**src/rtl/hazard_ctrl_pkg.sv**
```systemverilog
// Shared types for the pipeline hazard controller: forward-select codes and FSM states.
package hazard_ctrl_pkg;

  typedef enum logic [1:0] {
    FWD_RF  = 2'b00,
    FWD_MEM = 2'b01,
    FWD_WB  = 2'b10
  } fwd_sel_t;

  typedef enum logic [1:0] {
    RUN      = 2'b00,
    LU_STALL = 2'b01,
    MEM_WAIT = 2'b10,
    FLUSH    = 2'b11
  } hz_state_t;

endpackage

```
**src/rtl/hazard_fwd.sv**
```systemverilog
// Combinational ALU operand forward select for one source register; MEM beats WB, r0 never forwards.
module hazard_fwd
  import hazard_ctrl_pkg::*;
#(
  parameter int REG_W = 5
) (
  input  logic [REG_W-1:0] src_ex,
  input  logic [REG_W-1:0] rw_mem,
  input  logic             mem_regwrite,
  input  logic [REG_W-1:0] rw_wb,
  input  logic             wb_regwrite,
  output fwd_sel_t         sel
);

  // Pick the youngest in-flight producer of src_ex.
  always_comb begin
    if (mem_regwrite && (rw_mem != {REG_W{1'b0}}) && (rw_mem == src_ex)) begin
      sel = FWD_MEM;
    end else if (wb_regwrite && (rw_wb != {REG_W{1'b0}}) && (rw_wb == src_ex)) begin
      sel = FWD_WB;
    end else begin
      sel = FWD_RF;
    end
  end

endmodule

```
**src/rtl/hazard_ctrl.sv**
```systemverilog
// Pipeline hazard controller: load-use stalls, D-cache miss freeze, redirect flush, operand forwarding.
// Optional saturating perf counters are built when HAZARD_PERF_EN is defined.
module hazard_ctrl
  import hazard_ctrl_pkg::*;
#(
  parameter int REG_W        = 5,
  parameter int LU_CYCLES    = 1,
  parameter int FLUSH_CYCLES = 1,
  parameter int CNT_W        = 16
) (
  input  logic             CLK,
  input  logic             RST,
  input  logic [REG_W-1:0] rs_dec,
  input  logic [REG_W-1:0] rt_dec,
  input  logic [REG_W-1:0] rs_ex,
  input  logic [REG_W-1:0] rt_ex,
  input  logic [REG_W-1:0] rd_ex,
  input  logic             ex_memread,
  input  logic [REG_W-1:0] rw_mem,
  input  logic             mem_regwrite,
  input  logic [REG_W-1:0] rw_wb,
  input  logic             wb_regwrite,
  input  logic             mem_req,
  input  logic             dhit,
  input  logic             redirect,
  output logic             freeze_fd,
  output logic             freeze_dex,
  output logic             freeze_xm,
  output logic             flush_fd,
  output logic             flush_dex,
  output logic [1:0]       fwd_a_sel,
  output logic [1:0]       fwd_b_sel
`ifdef HAZARD_PERF_EN
  ,
  output logic [CNT_W-1:0] stall_cnt,
  output logic [CNT_W-1:0] flush_cnt
`endif
);

  if (LU_CYCLES < 1 || LU_CYCLES > 3 || FLUSH_CYCLES < 1 || FLUSH_CYCLES > 3 || CNT_W < 1)
  begin : g_param_range
    $error("hazard_ctrl: parameter out of range");
  end

  localparam logic [1:0] LU_RELOAD = 2'(LU_CYCLES - 1);
  localparam logic [1:0] FL_RELOAD = 2'(FLUSH_CYCLES - 1);

  hz_state_t  state_r, state_nx_s;
  logic [1:0] lu_cnt_r, lu_cnt_nx_s, fl_cnt_r, fl_cnt_nx_s;
  logic       redir_pend_r, redir_pend_nx_s;
  logic       miss_s, lu_s, run_like_s, run_redir_s;
  logic       frz_fd_s, frz_dex_s, frz_xm_s, fl_fd_s, fl_dex_s, redir_svc_s;
  fwd_sel_t   fwd_a_s, fwd_b_s;

  assign miss_s = mem_req & ~dhit;
  assign lu_s   = ex_memread & (rd_ex != {REG_W{1'b0}}) & ((rd_ex == rs_dec) | (rd_ex == rt_dec));

  // Decide whether this cycle is evaluated with idle-pipeline rules and which redirect applies.
  always_comb begin
    run_like_s  = 1'b0;
    run_redir_s = redirect;
    case (state_r)
      RUN:      run_like_s = 1'b1;
      LU_STALL: run_like_s = miss_s | redirect;
      MEM_WAIT: begin
        run_like_s  = ~miss_s;
        run_redir_s = redir_pend_r | redirect;
      end
      FLUSH:    run_like_s = ~miss_s & redirect;
      default:  run_like_s = 1'b1;
    endcase
  end

  // Next-state and same-cycle latch controls.
  always_comb begin
    state_nx_s      = state_r;
    lu_cnt_nx_s     = lu_cnt_r;
    fl_cnt_nx_s     = fl_cnt_r;
    redir_pend_nx_s = redir_pend_r;
    frz_fd_s        = 1'b0;
    frz_dex_s       = 1'b0;
    frz_xm_s        = 1'b0;
    fl_fd_s         = 1'b0;
    fl_dex_s        = 1'b0;
    redir_svc_s     = 1'b0;
    if (run_like_s) begin
      redir_pend_nx_s = miss_s & redirect;
      lu_cnt_nx_s     = 2'd0;
      fl_cnt_nx_s     = 2'd0;
      if (miss_s) begin
        {frz_fd_s, frz_dex_s, frz_xm_s} = 3'b111;
        state_nx_s = MEM_WAIT;
      end else if (run_redir_s) begin
        {fl_fd_s, fl_dex_s} = 2'b11;
        redir_svc_s = 1'b1;
        if (FLUSH_CYCLES > 1) begin
          state_nx_s  = FLUSH;
          fl_cnt_nx_s = FL_RELOAD;
        end else begin
          state_nx_s = RUN;
        end
      end else if (lu_s) begin
        frz_fd_s = 1'b1;
        fl_dex_s = 1'b1;
        if (LU_CYCLES > 1) begin
          state_nx_s  = LU_STALL;
          lu_cnt_nx_s = LU_RELOAD;
        end else begin
          state_nx_s = RUN;
        end
      end else begin
        state_nx_s = RUN;
      end
    end else begin
      case (state_r)
        LU_STALL: begin
          frz_fd_s = 1'b1;
          fl_dex_s = 1'b1;
          if (lu_cnt_r <= 2'd1) begin
            state_nx_s  = RUN;
            lu_cnt_nx_s = 2'd0;
          end else begin
            lu_cnt_nx_s = lu_cnt_r - 2'd1;
          end
        end
        MEM_WAIT: begin
          {frz_fd_s, frz_dex_s, frz_xm_s} = 3'b111;
          redir_pend_nx_s = redir_pend_r | redirect;
        end
        FLUSH: begin
          if (miss_s) begin
            {frz_fd_s, frz_dex_s, frz_xm_s} = 3'b111;
            state_nx_s      = MEM_WAIT;
            redir_pend_nx_s = 1'b0;
            fl_cnt_nx_s     = 2'd0;
          end else begin
            fl_fd_s = 1'b1;
            if (fl_cnt_r <= 2'd1) begin
              state_nx_s  = RUN;
              fl_cnt_nx_s = 2'd0;
            end else begin
              fl_cnt_nx_s = fl_cnt_r - 2'd1;
            end
          end
        end
        default: state_nx_s = RUN;
      endcase
    end
  end

  // State, countdowns and deferred-redirect flag.
  always_ff @(posedge CLK or posedge RST) begin
    if (RST) begin
      state_r      <= RUN;
      lu_cnt_r     <= 2'd0;
      fl_cnt_r     <= 2'd0;
      redir_pend_r <= 1'b0;
    end else begin
      state_r      <= state_nx_s;
      lu_cnt_r     <= lu_cnt_nx_s;
      fl_cnt_r     <= fl_cnt_nx_s;
      redir_pend_r <= redir_pend_nx_s;
    end
  end

  // Controls are forced quiet while reset is asserted, even mid-cycle.
  assign freeze_fd  = frz_fd_s  & ~RST;
  assign freeze_dex = frz_dex_s & ~RST;
  assign freeze_xm  = frz_xm_s  & ~RST;
  assign flush_fd   = fl_fd_s   & ~RST;
  assign flush_dex  = fl_dex_s  & ~RST;

  hazard_fwd #(.REG_W(REG_W)) u_fwd_a (
    .src_ex(rs_ex), .rw_mem(rw_mem), .mem_regwrite(mem_regwrite),
    .rw_wb(rw_wb), .wb_regwrite(wb_regwrite), .sel(fwd_a_s)
  );

  hazard_fwd #(.REG_W(REG_W)) u_fwd_b (
    .src_ex(rt_ex), .rw_mem(rw_mem), .mem_regwrite(mem_regwrite),
    .rw_wb(rw_wb), .wb_regwrite(wb_regwrite), .sel(fwd_b_s)
  );

  assign fwd_a_sel = fwd_a_s;
  assign fwd_b_sel = fwd_b_s;

`ifdef HAZARD_PERF_EN
  logic [CNT_W-1:0] stall_cnt_r, flush_cnt_r;

  // Saturating counts of frozen cycles and serviced redirects.
  always_ff @(posedge CLK or posedge RST) begin
    if (RST) begin
      stall_cnt_r <= {CNT_W{1'b0}};
      flush_cnt_r <= {CNT_W{1'b0}};
    end else begin
      if ((frz_fd_s | frz_dex_s | frz_xm_s) && (stall_cnt_r != {CNT_W{1'b1}})) begin
        stall_cnt_r <= stall_cnt_r + {{(CNT_W-1){1'b0}}, 1'b1};
      end
      if (redir_svc_s && (flush_cnt_r != {CNT_W{1'b1}})) begin
        flush_cnt_r <= flush_cnt_r + {{(CNT_W-1){1'b0}}, 1'b1};
      end
    end
  end

  assign stall_cnt = stall_cnt_r;
  assign flush_cnt = flush_cnt_r;
`else
  logic unused_s;
  assign unused_s = redir_svc_s;
`endif

endmodule

```
**config.mk**
```make
export PLATFORM = sky130hd
export DESIGN_NAME = hazard_ctrl
export DESIGN_NICKNAME = d
export VERILOG_FILES = /design/src/rtl/hazard_ctrl_pkg.sv /design/src/rtl/hazard_fwd.sv /design/src/rtl/hazard_ctrl.sv
export SDC_FILE = /design/constraint.sdc
export NUM_CORES = 1
export LEC_CHECK = 0
export CORE_MARGIN = 1.5
export CORE_UTILIZATION = 26
export CTS_CLUSTER_DIAMETER = 120
export DETAILED_ROUTE_END_ITERATION = 6
export PLACE_DENSITY = 0.74
export SLEW_MARGIN = 20
export SYNTH_ARGS = -nofsm -noshare
export SYNTH_HDL_FRONTEND = slang
export SYNTH_SLANG_ARGS = --single-unit
```
**constraint.sdc**
```tcl
create_clock -name CLK -period 1.6 [get_ports CLK]
set_input_delay 0.32 -clock CLK [delete_from_list [all_inputs] [get_ports CLK]]
set_output_delay 0.32 -clock CLK [all_outputs]
set_load 0.02 [all_outputs]
```
Word-level counts from Yosys, hierarchy flattened

Index checks and enable logic that the tools add are counted.

RAM bits: 0
Memory bits (read-only): 0
Memories: 0
Latch bits: 0
Bits of input ports: 43
Logic and storage cells: 91
Flip-flop bits (word level): 7

Reductions and logical operators: 16
$mul: 0
Shift-type cells: 0
Eq/ne operators: 13
Mux-type cells: 39
Divide/modulo/power cells: 0
$add $sub $neg: 2
$lt $le $gt $ge: 2
Bitwise operators: 15

Operator list:

| kind                                                            | number |
|---|---|
| two-way mux 2 bit                                               | 16 |
| equality test 5 bit                                             | 6 |
| two-way mux 1 bit                                               | 18 |
| nonzero test 5 bit                                              | 3 |
| bitwise AND 1 bit                                               | 9 |
| logical AND 1 bit                                               | 6 |
| inequality test 3 bit (second input constant)                   | 2 |
| one-hot mux 1 bit (2 select lines)                              | 3 |
| one-hot mux 2 bit (3 select lines)                              | 1 |
| equality test 2 bit (second input constant)                     | 2 |
| less-or-equal comparator 2 x 1 -> 1 bit (second input constant) | 2 |
| inequality test 4 bit (second input constant)                   | 1 |
| one-hot mux 1 bit (4 select lines)                              | 1 |
| nonzero test 2 bit                                              | 2 |
| subtractor 2 x 1 -> 2 bit (second input constant)               | 2 |
| NOT 1 bit                                                       | 3 |
| bitwise OR 1 bit                                                | 3 |
| AND reduction 3 bit                                             | 1 |
| nonzero test 3 bit                                              | 1 |
| equality test 2 x 1 -> 1 bit (second input constant)            | 1 |
| logical NOT 2 bit                                               | 1 |
| inequality test 2 bit (second input constant)                   | 1 |
| AND reduction 2 bit                                             | 1 |
| OR reduction 2 bit                                              | 1 |

Longest topological paths before layout

Gate-level depths: netlist of the first run.

Depth after elaboration: 8
Mapped depth: 4
Gate-level depth less buffers: 4

Hierarchy

From an unflattened synthesis of the first run, not the netlist that was laid out.

Cell total of the unflattened synthesis: 71
Area total of the unflattened synthesis: 546.8 um^2

By module, submodules not included:

| module      | times used | seq. area each (um^2) | area each (um^2) | cells an instance |
|---|---|---|---|---|
| hazard_fwd  | 2          | 0.0                   | 151.4            | 20 |
| hazard_ctrl | 1          | 50.0                  | 244.0            | 31 |

Least setup slack after synthesis of the first run

OpenSTA, ideal clock, no wires.

Kind: in2out
From: input rw_mem[4]
To: output fwd_a_sel[1]
Buffers on the path: 0
Required time: 1.280 ns
Data arrival time: 1.668 ns
Path slack: -0.388 ns
Cell stages on the path: 4
Path through: or4_1 > o21ai_2 > nor4_1 > nor4_2

Word-level cells in the longest chain between the ends: 4
Elaborated cells between the ends (all ways): 5
Those cells by class: eq/ne (1); mux (1); reduce/logical (3)

Ends and longest elaborated chain:

| item                  | line              | source |
|---|---|---|
| start, declared       | hazard_ctrl.sv:19 | `input logic [REG_W-1:0] rw_mem,` |
| nonzero test 5 bit    | hazard_fwd.sv:17  | `if (mem_regwrite && (rw_mem != {REG_W{1'b0}}) && (rw_mem == src_ex)) begin` |
| logical AND 1 bit     | hazard_fwd.sv:17  |  |
| logical AND 1 bit (*) | hazard_fwd.sv:17  |  |
| two-way mux 2 bit (*) | hazard_fwd.sv:17  |  |
| end, declared         | hazard_ctrl.sv:31 | `output logic [1:0] fwd_a_sel,` |

Mark *: on every way between the ends. The rest lies on a longest branch, timed or not.

Final worst setup path of the first run

From: input rs_ex[2]
To: output fwd_a_sel[1]

Word-level cells in the longest chain between the ends: 4
Elaborated cells between the ends (all ways): 6
Those cells by class: eq/ne (2); mux (2); reduce/logical (2)

Ends and longest elaborated chain:

| item                  | line              | source |
|---|---|---|
| start, declared       | hazard_ctrl.sv:15 | `input logic [REG_W-1:0] rs_ex,` |
| equality test 5 bit   | hazard_fwd.sv:19  | `end else if (wb_regwrite && (rw_wb != {REG_W{1'b0}}) && (rw_wb == src_ex)) begin` |
| logical AND 1 bit     | hazard_fwd.sv:19  |  |
| two-way mux 2 bit     | hazard_fwd.sv:19  |  |
| two-way mux 2 bit (*) | hazard_fwd.sv:17  |  |

Marked as above.

==> out/results.tsv, run 1 <==
stage	metric	value	unit
clock_tree	cts_max_level	1	
pwr	power.density	362.1	nW/um^2
routing	drt_iter0_markers	11	
final_layout	design_area	1403	sq um
setup_path	critPathCaptureType	output port	
floorplan	num_rows	15	
clock_tree	clock-sinks	2	
yosys	yosys.area.top_type	xor2_1	
grt	use_met2	46.85	%
final_layout	num-nets-final	192	
clock_tree	cts-buffers-inserted	3	
setup_path	critical_path.max_stage_delay	0.55	ns
status	status	finished with violations	
routing	via_per_inst	4.802	
clock_tree	cts.clk_slew.worst_paths	0.03	ns
setup_path	slowest_stage	or4_4	
routing	vias	826	
job	maxCapViolCount	0	
grt	grt_pass1_wl	3.712	mm
grt	grt.total_usage	23.95	%
floorplan	die_y	47.15	microns
placement	gp_congestion	0.8498	
pwr	p_leak	0.6680	nW
clock_tree	root_buffer	clkbuf_4	
grt	top_usage_layer	met2	
sta	rsz0062_at_grt	yes	
setup_path	critPathBufInv	2	
setup_path	worstPathMaxFanout	2	
placement	dpl.hpwl	1.759	mm
sta	fin_setup_tns	-1.513	ns
yosys	synthTopCellsByArea	xor2_1, xnor2_1, dfrtp_1, or4_1, nor4_2	
status	violations	setup timing	
floorplan	dieArea	2223	sq um
routing	wire_per_inst	14.44	microns
setup_path	start_kind	primary input	
final_layout	num_antenna_cells	0	
floorplan	start_util	28.42	%
yosys	ys_ff_latch	2	
final_layout	syn2layout_area_growth	176.8	%
routing	drcViolationCount	0	
setup_path	arrival	1.72	ns
pwr	ir_drop	0.4194	mV
floorplan	die_width	47.15	microns
sta	slew_violations	0	
clock_tree	cts.path.max_buffers	2	
routing	route.antenna.remaining_nets	0	
yosys	yosys_warnings	0	
setup_path	criticalPathCategory	in2out	
final_layout	final_util	78.67	%
final_layout	n_fill_cell	119	
grt	grt_max_degree	6	
sta	finalHoldViolations	0	
grt	grt_pass1_vias	889	
yosys	synth-seq-area-share	9.877	%
clock_tree	cts_hold_buf	0	
placement	dpl-instance-area	1256	sq um
clock_tree	worstSkewPairLatency	0.22	ns
yosys	synthCells	63	
grt	overflow	0	
sta	layout_min_cycle_time	2.043	ns
clock_tree	cts_tree	yes	
yosys	synth_top_area_share	41.48	%
yosys	ys_types	21	
floorplan	ios	52	
final_layout	layout.cells.most_common	buf_4	
sta	worst_pin_slew	0.3195	ns
yosys	syn_area_per_cell	8.043	sq um
final_layout	drive_above_1_share	63.95	%
grt	use_met1	21.28	%
grt	antenna_found_initial	0	
grt	gr-usage-met3	10.38	%
hold_path	hp-class	in2async	
sta	min_period_over_period	127.7	%
routing	wl	2.483	mm
sta	post-route-worst-setup-slack	-0.4427	ns
final_layout	final_cell_mix	buf_4, xor2_1, dlygate4sd2_1, buf_2, buf_6	
sta	clock.fmax	489.6	MHz
floorplan	design.core.area	1783	sq um
sta	max_slew_margin	78.54	%
sta	finClkSkew	0.0005823	ns
placement	port_buffers	51	
setup_path	cp_top_family	simple AND/OR/NAND/NOR gates	
yosys	syn_nets	106	
setup_path	cp.required	1.28	ns
setup_path	path_cells	dlygate4sd2_1 > xor2_1 > or4_4 > nor4_4 > buf_4	
routing	drtPass1Iterations	4	
yosys	syn_area	506.7	sq um
sta	setup_viol	6	
[kinds of logic after synthesis]
family,Yosys count,share of synthesized area (%)
compound gates,7,9.382
flops,2,9.877
simple gates,21,25.92
buf+inv,3,2.964
xor+xnor,30,51.85
[worst paths after layout]
| check | depth (start not counted) | startpoint | slack, ns | end |
|---|---|---|---|---|
| max | 5 | rs_ex[2] | -0.44 | fwd_a_sel[1] |
| min | 3 | RST | 0.30 | state_r[1]$_DFFE_PP0P_ |
| max reg2reg | 3 | redir_pend_r$_DFFE_PP0P_ | 0.80 | redir_pend_r$_DFFE_PP0P_ |
| min reg2reg | 3 | state_r[1]$_DFFE_PP0P_ | 0.65 | redir_pend_r$_DFFE_PP0P_ |
| max in group asynchronous | 3 | RST | 1.21 | redir_pend_r$_DFFE_PP0P_ |
| min in group CLK | 5 | mem_req | 0.51 | state_r[1]$_DFFE_PP0P_ |
[through the flow]
step | cells | total power, mW | hold WS, ns | setup slack (ns)
after CTS | 170 | 0.4899 | 0.2906 | -0.5704
final | 172 | 0.5079 | 0.2977 | -0.4427
after global routing | 172 | 0.5398 | 0.3295 | -0.4856
after detailed placement | 160 | 0.3596 | 0.6219 | -1.148
after floorplan | 63 | 0.1599 | 0.06934 | -0.1328
after global placement | 160 | 0.3541 | 0.6104 | -1.148
[repair_timing]
action	4_1_cts	5_1_grt
gates resized for setup	154	30
buffers inserted	8	3
setup endpoints to repair	9	8
pin swaps	27	23
[registers in the layout, summed over array words and instances, names as in the netlist]
register,cells
redir_pend_r,1
state_r,1
[routing by layer]
layer | part of all wire [%] | vias to the layer above
li1 | - | 388
met1 | 37 | 372
met2 | 49 | 58
met3 | 12 | 8
met4 | 2.3 | 0
met5 | 0 | -
[final cells by class]
type | count | area, sq um | area share [%]
Timing Repair Buffer | 82 | 651.9 | 46.48
Inverter | 2 | 10.01 | 0.7136
Multi-Input combinational cell | 58 | 636.9 | 45.41
Sequential cell | 2 | 50.05 | 3.568
Clock buffer | 3 | 22.52 | 1.606
Tap cell | 25 | 31.28 | 2.230
[worst reg2reg max path, stage by stage, from the launching register on]
cell     delay [ns]
dfrtp_1        0.37
a21oi_2        0.15
buf_4          0.13
nor2_1         0.04
[Yosys cell counts, drive strengths merged]
master  number
a21oi        1
a22oi        1
buf          1
dfrtp        2
inv          2
nand2        1
nand2b       1
nand3        2
nor2         4
nor3         3
nor4         4
o21ai        3
o21bai       1
o32ai        1
or3          1
or4          5
xnor2        6
xor2        24
[report_power, final]
part	switching, mW	leakage, nW	internal (mW)
Combinational	0.156	0.628	0.190
Sequential	0.00111	0.0263	0.0533
Clock	0.0250	0.0138	0.0824
Total	0.182	0.668	0.326
(Power assumes the default switching activity.)
==> run 2: changes to the inputs <==
Settings changed: CORE_UTILIZATION 26 to 28, PLACE_DENSITY 0.74 to 0.76.
Clock period 1.6 ns to 2 ns, I/O delays scaled along.
==> run 2 against run 1 <==
  * Routed wire length shrank 9.0%
  * Non-clock buffer count shrank 6
  * Clock power shrank 17%
  * Total power is 24% lower
  * Die area fell by 6.7%
  * Critical path type unchanged
  * Highest routed layer is now met3
  * Worst hold slack got worse by 0.036 ns
  * Design area shrank 4.0%
  * The flow still finishes with violations (setup timing)
  * First-iteration DRC count fell by 36%
  * Critical path depth increased by 1
  * Sequential share of layout area grew 0.15 points
  * Core utilization grew 0.16 points
  * Critical endpoint unchanged
  * Register-to-register slack improved by 0.30 ns
==> out/results.tsv, run 2 (synthesis results as in run 1) <==
stage	metric	value	unit	change
pwr	ir_drop	0.2192	mV	was 0.4194 mV
pwr	power.density	287.4	nW/um^2	was 362.1 nW/um^2
setup_path	endpoint	fwd_a_sel[1]		unchanged
status	status	finished with violations		unchanged
grt	grt_pass1_vias	823		was 889
setup_path	r2r_cells	3		unchanged
sta	post-route-worst-setup-slack	-0.1628	ns	was -0.4427 ns
sta	timing.hold.ws	0.2615	ns	was 0.2977 ns
sta	fin_setup_tns	-0.3559	ns	was -1.513 ns
sta	min_period_over_period	108.1	%	
sta	slew_violations	0		unchanged
sta	layout_min_cycle_time	2.163	ns	
floorplan	dieArea	2074	sq um	was 2223 sq um
sta	worst_pin_slew	0.2978	ns	was 0.3195 ns
routing	drcViolationCount	0		unchanged
final_layout	num-nets-final	186		was 192
final_layout	num_antenna_cells	0		unchanged
routing	drt_iter0_markers	7		was 11
grt	grt.total_usage	21.62	%	was 23.95%
final_layout	layout.cells.most_common	buf_4		unchanged
clock_tree	worstSkewPairLatency	0.22	ns	about the same
placement	port_buffers	51		unchanged
pwr	p_int	0.2481	mW	was 0.3258 mW
pwr	p_seq_share	11.2	%	was 10.7%
clock_tree	cts-buffers-inserted	3		unchanged
final_layout	drive_above_1_share	53.19	%	was 63.95%
floorplan	die_width	45.54	microns	was 47.15 microns
routing	wl	2.259	mm	was 2.483 mm
floorplan	start_util	29.67	%	was 28.42%
placement	dpl.hpwl	1.650	mm	was 1.759 mm
sta	clock.fmax	462.4	MHz	
grt	overflow	0		unchanged
placement	gp_congestion	0.7677		was 0.8498
pwr	power.switching	0.1388	mW	was 0.1821 mW
placement	dpl-instance-area	1221	sq um	was 1256 sq um
grt	grt_max_degree	5		was 6
final_layout	syn2layout_area_growth	165.7	%	was 176.8%
sta	max_slew_margin	80.00	%	was 78.54%
routing	wire_per_inst	13.61	microns	was 14.44 microns
final_layout	reg_top3	redir_pend_r (1), state_r (1)		unchanged
setup_path	critPathCaptureType	output port		unchanged
sta	rsz0062_at_grt	yes		unchanged
sta	finClkSkew	0.001882	ns	was 0.0005823 ns
hold_path	hp-class	in2async		unchanged
clock_tree	cts_hold_buf	0		unchanged
setup_path	reg2reg_to	redir_pend_r$_DFFE_PP0P_		unchanged
pwr	swShare	35.87	%	was 35.85%
setup_path	start_kind	primary input		unchanged
pwr	p_leak	0.6649	nW	was 0.6680 nW
setup_path	crit_path_start	rw_mem[0]		was rs_ex[2]
routing	drtPass1Iterations	4		unchanged
final_layout	design_area	1346	sq um	was 1403 sq um
clock_tree	cts_tree	yes		unchanged
floorplan	ios	52		unchanged
clock_tree	root_buffer	clkbuf_4		unchanged
clock_tree	cts.path.max_buffers	2		unchanged
routing	route.antenna.remaining_nets	0		unchanged
routing	via_per_inst	4.548		was 4.802
routing	vias	755		was 826
setup_path	cp.required	1.60	ns	was 1.28 ns
final_layout	final_cell_mix	buf_4, xor2_1, dlygate4sd2_1		was buf_4, xor2_1, dlygate4sd2_1, buf_2, buf_6
floorplan	design.core.area	1708	sq um	was 1783 sq um
grt	antenna_found_initial	0		unchanged
pwr	p_comb_share	65.9	%	was 68.1%
setup_path	worstPathMaxFanout	2		unchanged
setup_path	criticalPathCategory	in2out		unchanged
job	maxCapViolCount	0		unchanged
floorplan	num_rows	15		unchanged
clock_tree	cts_max_level	1		unchanged
setup_path	arrival	1.76	ns	was 1.72 ns
setup_path	reg2reg_from	redir_pend_r$_DFFE_PP0P_		unchanged
clock_tree	clock-sinks	2		unchanged
floorplan	die_y	45.54	microns	was 47.15 microns
pwr	p_clk_share	22.9	%	was 21.1%
sta	finalHoldViolations	0		unchanged
grt	grt_pass1_wl	3.291	mm	was 3.712 mm
sta	setup_viol	3		was 6
status	violations	setup timing		unchanged
setup_path	r2r_slack	1.10	ns	was 0.80 ns
clock_tree	cts.clk_slew.worst_paths	0.03	ns	about the same
-- run 2: cell types whose count changed in the layout (fill, tap and decap cells not counted), sizes merged --
| cell | previous run | this run |
|---|---|---|
| dlymetal6s2s | 1 | 5 |
| clkdlybuf4s50 | 2 | 4 |
| dlygate4sd2 | 11 | 17 |
| buf | 52 | 39 |
| clkbuf | 13 | 10 |
| clkdlybuf4s15 | 6 | 4 |
-- run 2: critical path: stages --
cell and delay, ns:
buf_6 0.09, or4_4 0.53, o21ai_4 0.21, nor4_4 0.06
nor4_2 0.28, buf_4 0.18
-- run 2: cell type report --
cell class / count / area [sq um]
timing repair buffer: 76 / 625.6
multi-input combinational: 58 / 609.3
fill: 117 / 361.6
sequential: 2 / 50.05
tap: 25 / 31.28
clock buffer: 3 / 22.52
inverter: 2 / 7.507
-- run 2: timing repair --
action	in CTS	in global routing
setup buffers	1	0
gates resized for setup	117	34
pin swaps	23	16
setup endpoints to repair	9	7
-- run 2: power by group through the flow --
stage	Sequential [mW]	Clock, mW	Combinational [mW]
floorplan	0.0434	0	0.0721
global placement	0.0435	0	0.228
detailed placement	0.0436	0	0.233
CTS	0.0432	0.0937	0.236
global route	0.0433	0.0975	0.272
finish	0.0432	0.0886	0.255
-- run 2: worst min path at each step --
| stage | from | end | slack, ns |
|---|---|---|---|
| CTS | RST | redir_pend_r$_DFFE_PP0P_ | 0.55 |
| global route | RST | redir_pend_r$_DFFE_PP0P_ | 0.28 |
| detailed placement | redir_pend_r$_DFFE_PP0P_ | redir_pend_r$_DFFE_PP0P_ | 0.64 |
| global placement | state_r[1]$_DFFE_PP0P_ | redir_pend_r$_DFFE_PP0P_ | 0.62 |
| finish | RST | redir_pend_r$_DFFE_PP0P_ | 0.26 |
| floorplan | RST | redir_pend_r$_DFFE_PP0P_ | 0.15 |
-- run 2: per-stage QoR --
step                      cells  worst slack, ns  utilization (%)  power, mW
after CTS                   166          -0.1928            74.87     0.3728
after detailed placement    162          -0.9949            71.50     0.2766
final                       166          -0.1628            78.83     0.3869
after floorplan              63         -0.03543                -     0.1154
after global routing        166          -0.2321            78.83     0.4129
after global placement      162          -0.9579            71.50     0.2714
-- run 2: per-layer routing --
layer  wire length [microns]  up-vias  track usage [%]
li1                        -      376                -
met1                     833      345            20.80
met2                    1254       34            43.66
met3                     170        0            7.143
met4                       0        0            3.529
met5                       0        -                0
